--- src/rtl/icache_refill.sv ---
// Instruction-cache line refill engine.
// On a miss, fetches the four words of the missing 8-byte line from
// instruction memory over a req/ack handshake, then presents the
// assembled 64-bit line and its base address to the cache for one cycle.
module icache_refill #(
    parameter int ADDR_W     = 16,
    parameter int WORD_W     = 16,
    parameter int LINE_WORDS = 4
) (
    input  logic                         clk,
    input  logic                         rst_n,
    input  logic                         miss_req,
    input  logic [ADDR_W-1:0]            miss_addr,
    output logic                         busy,
    output logic                         mem_req,
    output logic [ADDR_W-1:0]            mem_addr,
    input  logic                         mem_ack,
    input  logic [WORD_W-1:0]            mem_rdata,
    output logic                         fill_valid,
    output logic [ADDR_W-1:0]            fill_addr,
    output logic [WORD_W*LINE_WORDS-1:0] fill_line
);

    typedef enum logic [1:0] {
        IDLE = 2'd0,
        READ = 2'd1,
        FILL = 2'd2
    } state_t;

    state_t              state;
    logic [ADDR_W-4:0]   line_tag;
    logic [1:0]          cnt;
    logic [1:0]          cnt_nxt;
    logic [WORD_W-1:0]   slot [0:LINE_WORDS-1];

    // The byte offset within a line is irrelevant: refills always start at word 0.
    logic unused_offset_bits;
    assign unused_offset_bits = ^miss_addr[2:0];

    // Word counter wraps inside the line so addresses never carry into the tag.
    assign cnt_nxt = cnt + 2'd1;

    // Refill control FSM with registered handshake and fill outputs.
    always_ff @(posedge clk or negedge rst_n) begin
        if (!rst_n) begin
            state      <= IDLE;
            cnt        <= 2'd0;
            line_tag   <= '0;
            busy       <= 1'b0;
            mem_req    <= 1'b0;
            mem_addr   <= '0;
            fill_valid <= 1'b0;
            fill_addr  <= '0;
            fill_line  <= '0;
        end else begin
            case (state)
                IDLE: begin
                    fill_valid <= 1'b0;
                    if (miss_req) begin
                        state    <= READ;
                        line_tag <= miss_addr[ADDR_W-1:3];
                        cnt      <= 2'd0;
                        busy     <= 1'b1;
                        mem_req  <= 1'b1;
                        mem_addr <= {miss_addr[ADDR_W-1:3], 3'b000};
                    end
                end
                READ: begin
                    if (mem_ack) begin
                        if (cnt == 2'd3) begin
                            state      <= FILL;
                            mem_req    <= 1'b0;
                            fill_valid <= 1'b1;
                            fill_addr  <= {line_tag, 3'b000};
                            fill_line  <= {slot[0], slot[1], slot[2], mem_rdata};
                        end else begin
                            cnt      <= cnt_nxt;
                            mem_addr <= {line_tag, cnt_nxt, 1'b0};
                        end
                    end
                end
                FILL: begin
                    state      <= IDLE;
                    fill_valid <= 1'b0;
                    busy       <= 1'b0;
                end
                default: begin
                    state      <= IDLE;
                    busy       <= 1'b0;
                    mem_req    <= 1'b0;
                    fill_valid <= 1'b0;
                end
            endcase
        end
    end

    // Word staging buffer; stale contents are never exposed because
    // fill_line is only loaded after all four words of the current line arrive.
    always_ff @(posedge clk) begin
        if (state == READ && mem_ack) begin
            slot[cnt] <= mem_rdata;
        end
    end

endmodule
--- config.mk ---
export PLATFORM = sky130hd
export DESIGN_NAME = icache_refill
export DESIGN_NICKNAME = d
export VERILOG_FILES = /design/src/rtl/icache_refill.sv
export SDC_FILE = /design/constraint.sdc
export NUM_CORES = 1
export LEC_CHECK = 0
export ABC_AREA = 0
export CAP_MARGIN = 20
export CORE_ASPECT_RATIO = 0.5
export CORE_MARGIN = 2
export CORE_UTILIZATION = 45
export CTS_CLUSTER_DIAMETER = 50
export CTS_CLUSTER_SIZE = 16
export DETAILED_ROUTE_END_ITERATION = 8
export PLACE_DENSITY_LB_ADDON = 0.08
export SLEW_MARGIN = 5
export SYNTH_ARGS = -nofsm -noshare
export SYNTH_HDL_FRONTEND = slang
export SYNTH_SLANG_ARGS = --single-unit
--- constraint.sdc ---
create_clock -name clk -period 1.63 [get_ports clk]
set_input_delay 0.326 -clock clk [delete_from_list [all_inputs] [get_ports clk]]
set_output_delay 0.326 -clock clk [all_outputs]
set_load 0.05 [all_outputs]
==> summary.json, run 1 <==
{
  "outcome": {
    "status": "finished clean"
  },
  "routing": {
    "drc_errors": 0,
    "first_pass_iters": 4,
    "met3WireLength_um": 584,
    "wl_met2_mm": 5.94,
    "avgViaCountPerCell": 4.87,
    "initialDrtViolationCount": 112,
    "highest-signal-layer": "met4",
    "routed_wire_length_per_instance_um": 17.3,
    "antenna_left": 0,
    "wl_met1_mm": 4.82,
    "wire_length_reported_by_the_detailed_router_mm": 11.4,
    "vias": 3198
  },
  "yosys": {
    "syn_inst": 321,
    "syn_avg_cell_area_um2": 18.3,
    "yosys.area.top_type_share_pct": 47.0,
    "synth_seq_cells": 158,
    "synth_compound_area_share_pct": 0.555,
    "postSynth.asyncResetShare_pct": 69.6,
    "synth_largest_area_cell": "sky130_fd_sc_hd__dfrtp_1",
    "synth_simple_gate_area_share_pct": 1.32,
    "yosys-mux-area-fraction_pct": 22.9,
    "synthesis.yosys.warnings": 0,
    "synth_top_cells_by_count": "sky130_fd_sc_hd__mux2_2, sky130_fd_sc_hd__dfrtp_1, sky130_fd_sc_hd__edfxtp_1",
    "synth-xor-area-share_pct": 0,
    "yosysUniqueCellTypes": 23,
    "synth_adder_area_share_pct": 0.854,
    "largest_family_of_logic_cells_by_synthesized_area": "multiplexers",
    "synth.cell_area_mm2": 0.00586,
    "synth_flop_cell": "sky130_fd_sc_hd__dfrtp_1",
    "synth.yosys.seq_area_share_pct": 71.6,
    "synth_edf_count": 48,
    "most_common_cell_in_the_synthesized_netlist": "sky130_fd_sc_hd__mux2_2",
    "synth.top_cells.by_area": "sky130_fd_sc_hd__dfrtp_1, sky130_fd_sc_hd__edfxtp_1, sky130_fd_sc_hd__mux2_2"
  },
  "cts": {
    "numClockSinks": 158,
    "htree_num_levels": 4,
    "number_of_buffers_inserted_during_clock_tree_synthesis": 17,
    "tritoncts": "yes",
    "clock_tree.buffer_depth": 2,
    "clk_pin_slew_ns": 0.07,
    "clk-insertion-delay-late_ns": 0.41,
    "post-cts-setup-buffers": 0,
    "root_buffer": "sky130_fd_sc_hd__clkbuf_16"
  },
  "critical_path": {
    "r2r_setup_slack_ns": 0.04,
    "setup.worst_path.end": "mem_addr[10]",
    "setup.worst_path.start_class": "register",
    "crit_path_end_kind": "register",
    "timing.rr.end": "mem_addr[10]",
    "rr_worst_depth": 5,
    "critical_path.max_fanout": 11,
    "worst-setup-path-type": "reg -> reg",
    "critical_path_required_time_ns": 1.91,
    "timing.critical_path.arrival_ns": 1.88,
    "reg2reg_from": "mem_addr[2]",
    "critical_path_source": "mem_addr[2]"
  },
  "timing": {
    "report.final.slew_viol_count": 0,
    "final_setup_violations": 0,
    "timing_hold_violations_final": 0,
    "final.setup.worst_slack_ns": 0.0385,
    "worst_max_slew_pin_slew_ns": 0.525,
    "min_period_ns": 1.59,
    "fin_worst_skew_ns": 0.00849,
    "fmax_mhz": 628,
    "min_period_over_period_pct": 97.6,
    "unrepaired_setup_endpoints_after_global_routing": "yes",
    "hold_ws_ns": 0.461,
    "relSlewSlack_pct": 65.0
  },
  "final_layout": {
    "layout-drive-gt1-share_pct": 56.1,
    "flow.area_growth_from_synthesis_pct": 34.3,
    "fin_nets": 514,
    "fillerInstances": 974,
    "antenna_cells": 0,
    "finish.instance_area_mm2": 0.00787
  },
  "global_route": {
    "grtUsageTotal_pct": 17.3,
    "grt_max_degree": 71,
    "antenna_found_initial": 0,
    "grt_pass1_wl_mm": 18.4,
    "grt_pass1_vias": 3537,
    "global_route.overflow_total": 0
  },
  "placed_design": {
    "io_buffer_count": 127,
    "dp.final_hpwl_mm": 7.64,
    "worst_setup_slack_after_placement_ns": -0.238,
    "dpl-instance-area_mm2": 0.00729,
    "place_congestion": 0.713
  },
  "die": {
    "core-area_mm2": 0.0127,
    "die_w_um": 165,
    "fp.dieArea_mm2": 0.0140,
    "fp-row-count": 29,
    "fp.dieH_um": 84.7,
    "ios": 135,
    "initial_utilization_pct": 46.1
  },
  "job": {
    "max_cap_violations": 0
  },
  "hold_path": {
    "holdCritPathClass": "in -> async"
  }
}
[logic make-up after synthesis]
kind of cell | count (synthesis)
mux | 118
flops | 158
other cells | 1
buf+inv | 21
simple gates | 14
compound gates | 5
fa+ha+maj | 4
[flip-flops by register name, indices dropped and copies added, names as in the netlist]
register,flops
mem_req,1
fill_valid,1
line_tag,13
busy,1
mem_addr,14
slot,48
state,2
fill_line,64
cnt,1
fill_addr,13
[worst min-delay path by stage]
stage | start | end | slack (ns) | cells past startpoint
after floorplan | rst_n | busy | 0.03 | 0
after global placement | rst_n | fill_line[34] | 0.35 | 2
after detailed placement | rst_n | fill_line[34] | 0.37 | 2
after CTS | rst_n | fill_line[34] | 0.48 | 3
after global routing | rst_n | fill_line[32] | 0.49 | 3
final | rst_n | fill_line[32] | 0.46 | 3
[per-stage QoR]
stage | utilization, % | std cells | setup TNS (ns)
floorplan | - | 324 | -1.68
global route | 62.0 | 657 | -0.0847
finish | 62.0 | 657 | 0
global placement | 57.4 | 624 | -17.44
CTS | 61.9 | 657 | 0
detailed placement | 57.4 | 624 | -18.81
[layer usage]
metal  GRT usage [%]  up-vias
met5               0        -
met4            5.09        0
met3            5.04        4
met2            30.3       71
met1            21.0     1667
li1                -     1456
[critical path, cell delays in order (launching register included)]
cell	delay, ns
sky130_fd_sc_hd__dfrtp_2	0.42
sky130_fd_sc_hd__ha_4	0.17
sky130_fd_sc_hd__nand3b_1	0.20
sky130_fd_sc_hd__a21oi_4	0.19
sky130_fd_sc_hd__buf_12	0.16
sky130_fd_sc_hd__mux2_2	0.34
[cells in the final DEF, fill, tap and decap left out, drive strengths merged]
master / n
nand2b: 1
nand3: 1
o22ai: 1
ha: 4
a21boi: 1
clkinv: 4
nor2b: 1
nand3b: 1
nand2: 6
nor2: 1
clkdlybuf4s50: 31
clkbuf: 18
a21oi: 3
buf: 115
mux2: 116
conb: 4
dfrtp: 110
dlygate4sd3: 1
and3: 3
mux2i: 2
edfxtp: 48
inv: 12
clkinvlp: 3
[area by class of cell]
class                      instances  area, µm²  area share (%)
multi-input combinational        145       1560            19.8
inverter                           5       18.8           0.238
clock buffer                      18        439            5.58
clock inverter                    14        123            1.56
timing repair buffer             147       1330            16.8
sequential                       158       4200            53.3
tap                              170        213            2.70
[what timing repair did]
action                     4_1_cts  5_1_grt
hold buffers                     1        0
hold endpoints to repair        70        0
gates resized for setup          0        2
setup endpoints to repair        0       33
Power of run 1 is not shown: default switching activity piles up to over one toggle a cycle in this logic, so the estimate is an artifact.
==> run 2: changes to the inputs <==
GPL_TIMING_DRIVEN = 0   (was unset)
==> summary.json, run 2 (same netlist as run 1, synthesis figures left out) <==
{
  "routing": {
    "vias": {"value": 3284, "change": "+2.7%"},
    "routed_wire_length_per_instance": {"value": 18.4, "unit": "µm", "change": "+6.1%"},
    "first_pass_iters": {"value": 5, "change": "+1"},
    "drc_errors": {"value": 0, "change": "unchanged"},
    "wire_length_reported_by_the_detailed_router": {"value": 12.5, "unit": "mm", "change": "+9.9%"},
    "antenna_left": {"value": 0, "change": "unchanged"},
    "avgViaCountPerCell": {"value": 4.82, "change": "-0.93%"},
    "initialDrtViolationCount": {"value": 129, "change": "+15%"}
  },
  "critical_path": {
    "timing.critical_path.arrival": {"value": 1.92, "unit": "ns", "change": "+0.04 ns"},
    "timing.critical_path.slowest_stage_cell": "sky130_fd_sc_hd__dfrtp_2",
    "critical_path_stages": {"value": 5, "change": "unchanged"},
    "critical-path-max-stage-delay": {"value": 0.43, "unit": "ns", "change": "about the same"},
    "crit_path_end_kind": "register",
    "setup.worst_path.start_class": "register",
    "critical-path-top-delay-family": "flip-flops",
    "critical_path_required_time": {"value": 1.92, "unit": "ns", "change": "about the same"},
    "rr_worst_depth": {"value": 5, "change": "unchanged"},
    "timing.critical_path.buf_inv": {"value": 1, "change": "unchanged"},
    "worst-setup-path-type": "reg -> reg",
    "critical_path.max_fanout": {"value": 5, "change": "-6"},
    "critical_path.cell_chain": "ha_4 > nand3b_1 > a21oi_4 > buf_6 > mux2_4"
  },
  "final_layout": {
    "mostFrequentLayoutCell": "sky130_fd_sc_hd__dfrtp_1",
    "fin_nets": {"value": 538, "change": "+4.7%"},
    "flow.area_growth_from_synthesis_pct": 40.1,
    "finish.instance_area": {"value": 0.00821, "unit": "mm²", "change": "+4.3%"},
    "layout-drive-gt1-share": {"value": 54.2, "unit": "%", "change": "-1.9 points"},
    "antenna_cells": {"value": 0, "change": "unchanged"},
    "max_ffs_per_register": {"value": 64, "change": "unchanged"},
    "layout.cells.most_common_list": "sky130_fd_sc_hd__dfrtp_1, sky130_fd_sc_hd__mux2_2, sky130_fd_sc_hd__clkbuf_2",
    "biggestRegsByFlops": "fill_line x64, slot x48, mem_addr x14",
    "most_flops_register": "fill_line"
  },
  "timing": {
    "fmax": {"value": 615, "unit": "MHz", "change": "-2.2%"},
    "relSlewSlack": {"value": 50.8, "unit": "%", "change": "-14 points"},
    "worst_max_slew_pin_slew": {"value": 0.738, "unit": "ns", "change": "+0.212 ns"},
    "final.setup.worst_slack": {"value": 0.00315, "unit": "ns", "change": "-0.0353 ns"},
    "min_period_over_period": {"value": 99.8, "unit": "%", "change": "+2.2 points"},
    "timing_hold_violations_final": {"value": 0, "change": "unchanged"},
    "unrepaired_setup_endpoints_after_global_routing": "yes",
    "min_period": {"value": 1.63, "unit": "ns", "change": "+0.0353 ns"},
    "report.final.slew_viol_count": {"value": 0, "change": "unchanged"},
    "final_setup_violations": {"value": 0, "change": "unchanged"},
    "fin_worst_skew": {"value": 0.0130, "unit": "ns", "change": "+0.00455 ns"}
  },
  "cts": {
    "clock_tree.buffer_depth": {"value": 2, "change": "unchanged"},
    "number_of_buffers_inserted_during_clock_tree_synthesis": {"value": 17, "change": "unchanged"},
    "tritoncts": "yes",
    "root_buffer": "sky130_fd_sc_hd__clkbuf_16",
    "numClockSinks": {"value": 158, "change": "unchanged"},
    "clk_pin_slew": {"value": 0.06, "unit": "ns", "change": "about the same"},
    "clk-insertion-delay-late": {"value": 0.41, "unit": "ns", "change": "about the same"},
    "htree_num_levels": {"value": 4, "change": "unchanged"}
  },
  "global_route": {
    "grt_pass1_vias": {"value": 3540, "change": "+0.085%"},
    "grt_max_degree": {"value": 58, "change": "-18%"},
    "antenna_found_initial": {"value": 0, "change": "unchanged"},
    "global_route.overflow_total": {"value": 0, "change": "unchanged"},
    "grt_pass1_wl": {"value": 19.5, "unit": "mm", "change": "+6.4%"},
    "grtUsageTotal": {"value": 18.7, "unit": "%", "change": "+1.4 points"}
  },
  "die": {
    "ios": {"value": 135, "change": "unchanged"},
    "core-area": {"value": 0.0127, "unit": "mm²", "change": "unchanged"},
    "fp.dieArea": {"value": 0.0140, "unit": "mm²", "change": "unchanged"},
    "die_w": {"value": 165, "unit": "µm", "change": "unchanged"},
    "fp.dieH": {"value": 84.7, "unit": "µm", "change": "unchanged"},
    "initial_utilization": {"value": 46.1, "unit": "%", "change": "unchanged"},
    "fp-row-count": {"value": 29, "change": "unchanged"}
  },
  "placed_design": {
    "io_buffer_count": {"value": 127, "change": "unchanged"},
    "dpl-instance-area": {"value": 0.00742, "unit": "mm²", "change": "+1.8%"},
    "place_congestion": {"value": 0.721, "change": "+1.1%"},
    "dp.final_hpwl": {"value": 7.99, "unit": "mm", "change": "+4.6%"},
    "worst_setup_slack_after_placement": {"value": -0.485, "unit": "ns", "change": "-0.247 ns"}
  },
  "hold_path": {
    "holdPathStages": 1,
    "holdCritPathClass": "reg -> reg"
  },
  "job": {
    "max_cap_violations": {"value": 0, "change": "unchanged"}
  },
  "outcome": {
    "status": "finished clean"
  }
}
-- run 2: cell count changes in the layout (fill, tap and decap cells not counted), sizes merged --
cell           delta
clkbuf           +60
clkinv            -2
bufinv            +2
clkdlybuf4s15    +36
inv               +1
buf              -73
-- run 2: per-layer routing --
layer | global-route usage [%] | part of all wire [%]
met5 | 0 | 0
met4 | 6.35 | 0.78
met3 | 5.04 | 5.2
met2 | 30.8 | 50
met1 | 24.2 | 44
-- run 2: layout make-up --
class | instances | area [µm²]
clock inverters | 15 | 171
flip-flops and latches | 158 | 4200
repair buffers | 155 | 1320
fillers | 925 | 4490
multi-input cells | 145 | 1650
inverters | 5 | 23.8
plain buffers | 16 | 219
well taps | 170 | 213
clock buffers | 17 | 425
-- run 2: what timing repair did --
action	4_1_cts	5_1_grt
setup buffers	16	8
endpoints found under the hold margin	35	0
endpoints found under the setup margin	220	167
hold buffers	1	0
gates resized for setup	212	100
pin swaps	4	2
gates cloned	1	2
-- run 2: worst register-to-register path, cell delays in order (launching register included) --
cell                       delay, ns
sky130_fd_sc_hd__dfrtp_2        0.43
sky130_fd_sc_hd__ha_4           0.17
sky130_fd_sc_hd__nand3b_1       0.20
sky130_fd_sc_hd__a21oi_4        0.24
sky130_fd_sc_hd__buf_6          0.17
sky130_fd_sc_hd__mux2_4         0.31
-- run 2: per-stage QoR --
stage,cells,TNS (ns),utilization (%),hold slack (ns)
after floorplan,324,-1.68,-,0.0304
after global placement,621,-461.70,58.2,0.456
after detailed placement,622,-50.25,58.4,0.436
after CTS,672,-1.44,65.4,0.480
after global routing,681,-2.18,64.7,0.494
final,681,0,64.7,0.478
-- run 2: path summary, 6_finish.rpt --
path | from | to | slack, ns
setup / recovery | mem_addr[2] | mem_addr[5] | 0.003
hold / removal | slot[0][10] | fill_line[58] | 0.48
setup reg to reg | mem_addr[2] | mem_addr[5] | 0.003
hold reg to reg | slot[0][10] | fill_line[58] | 0.48
max in group asynchronous | rst_n | state[1] | 0.33
min in group asynchronous | rst_n | fill_line[16] | 0.54
Power of run 2 is left out for the same reason.
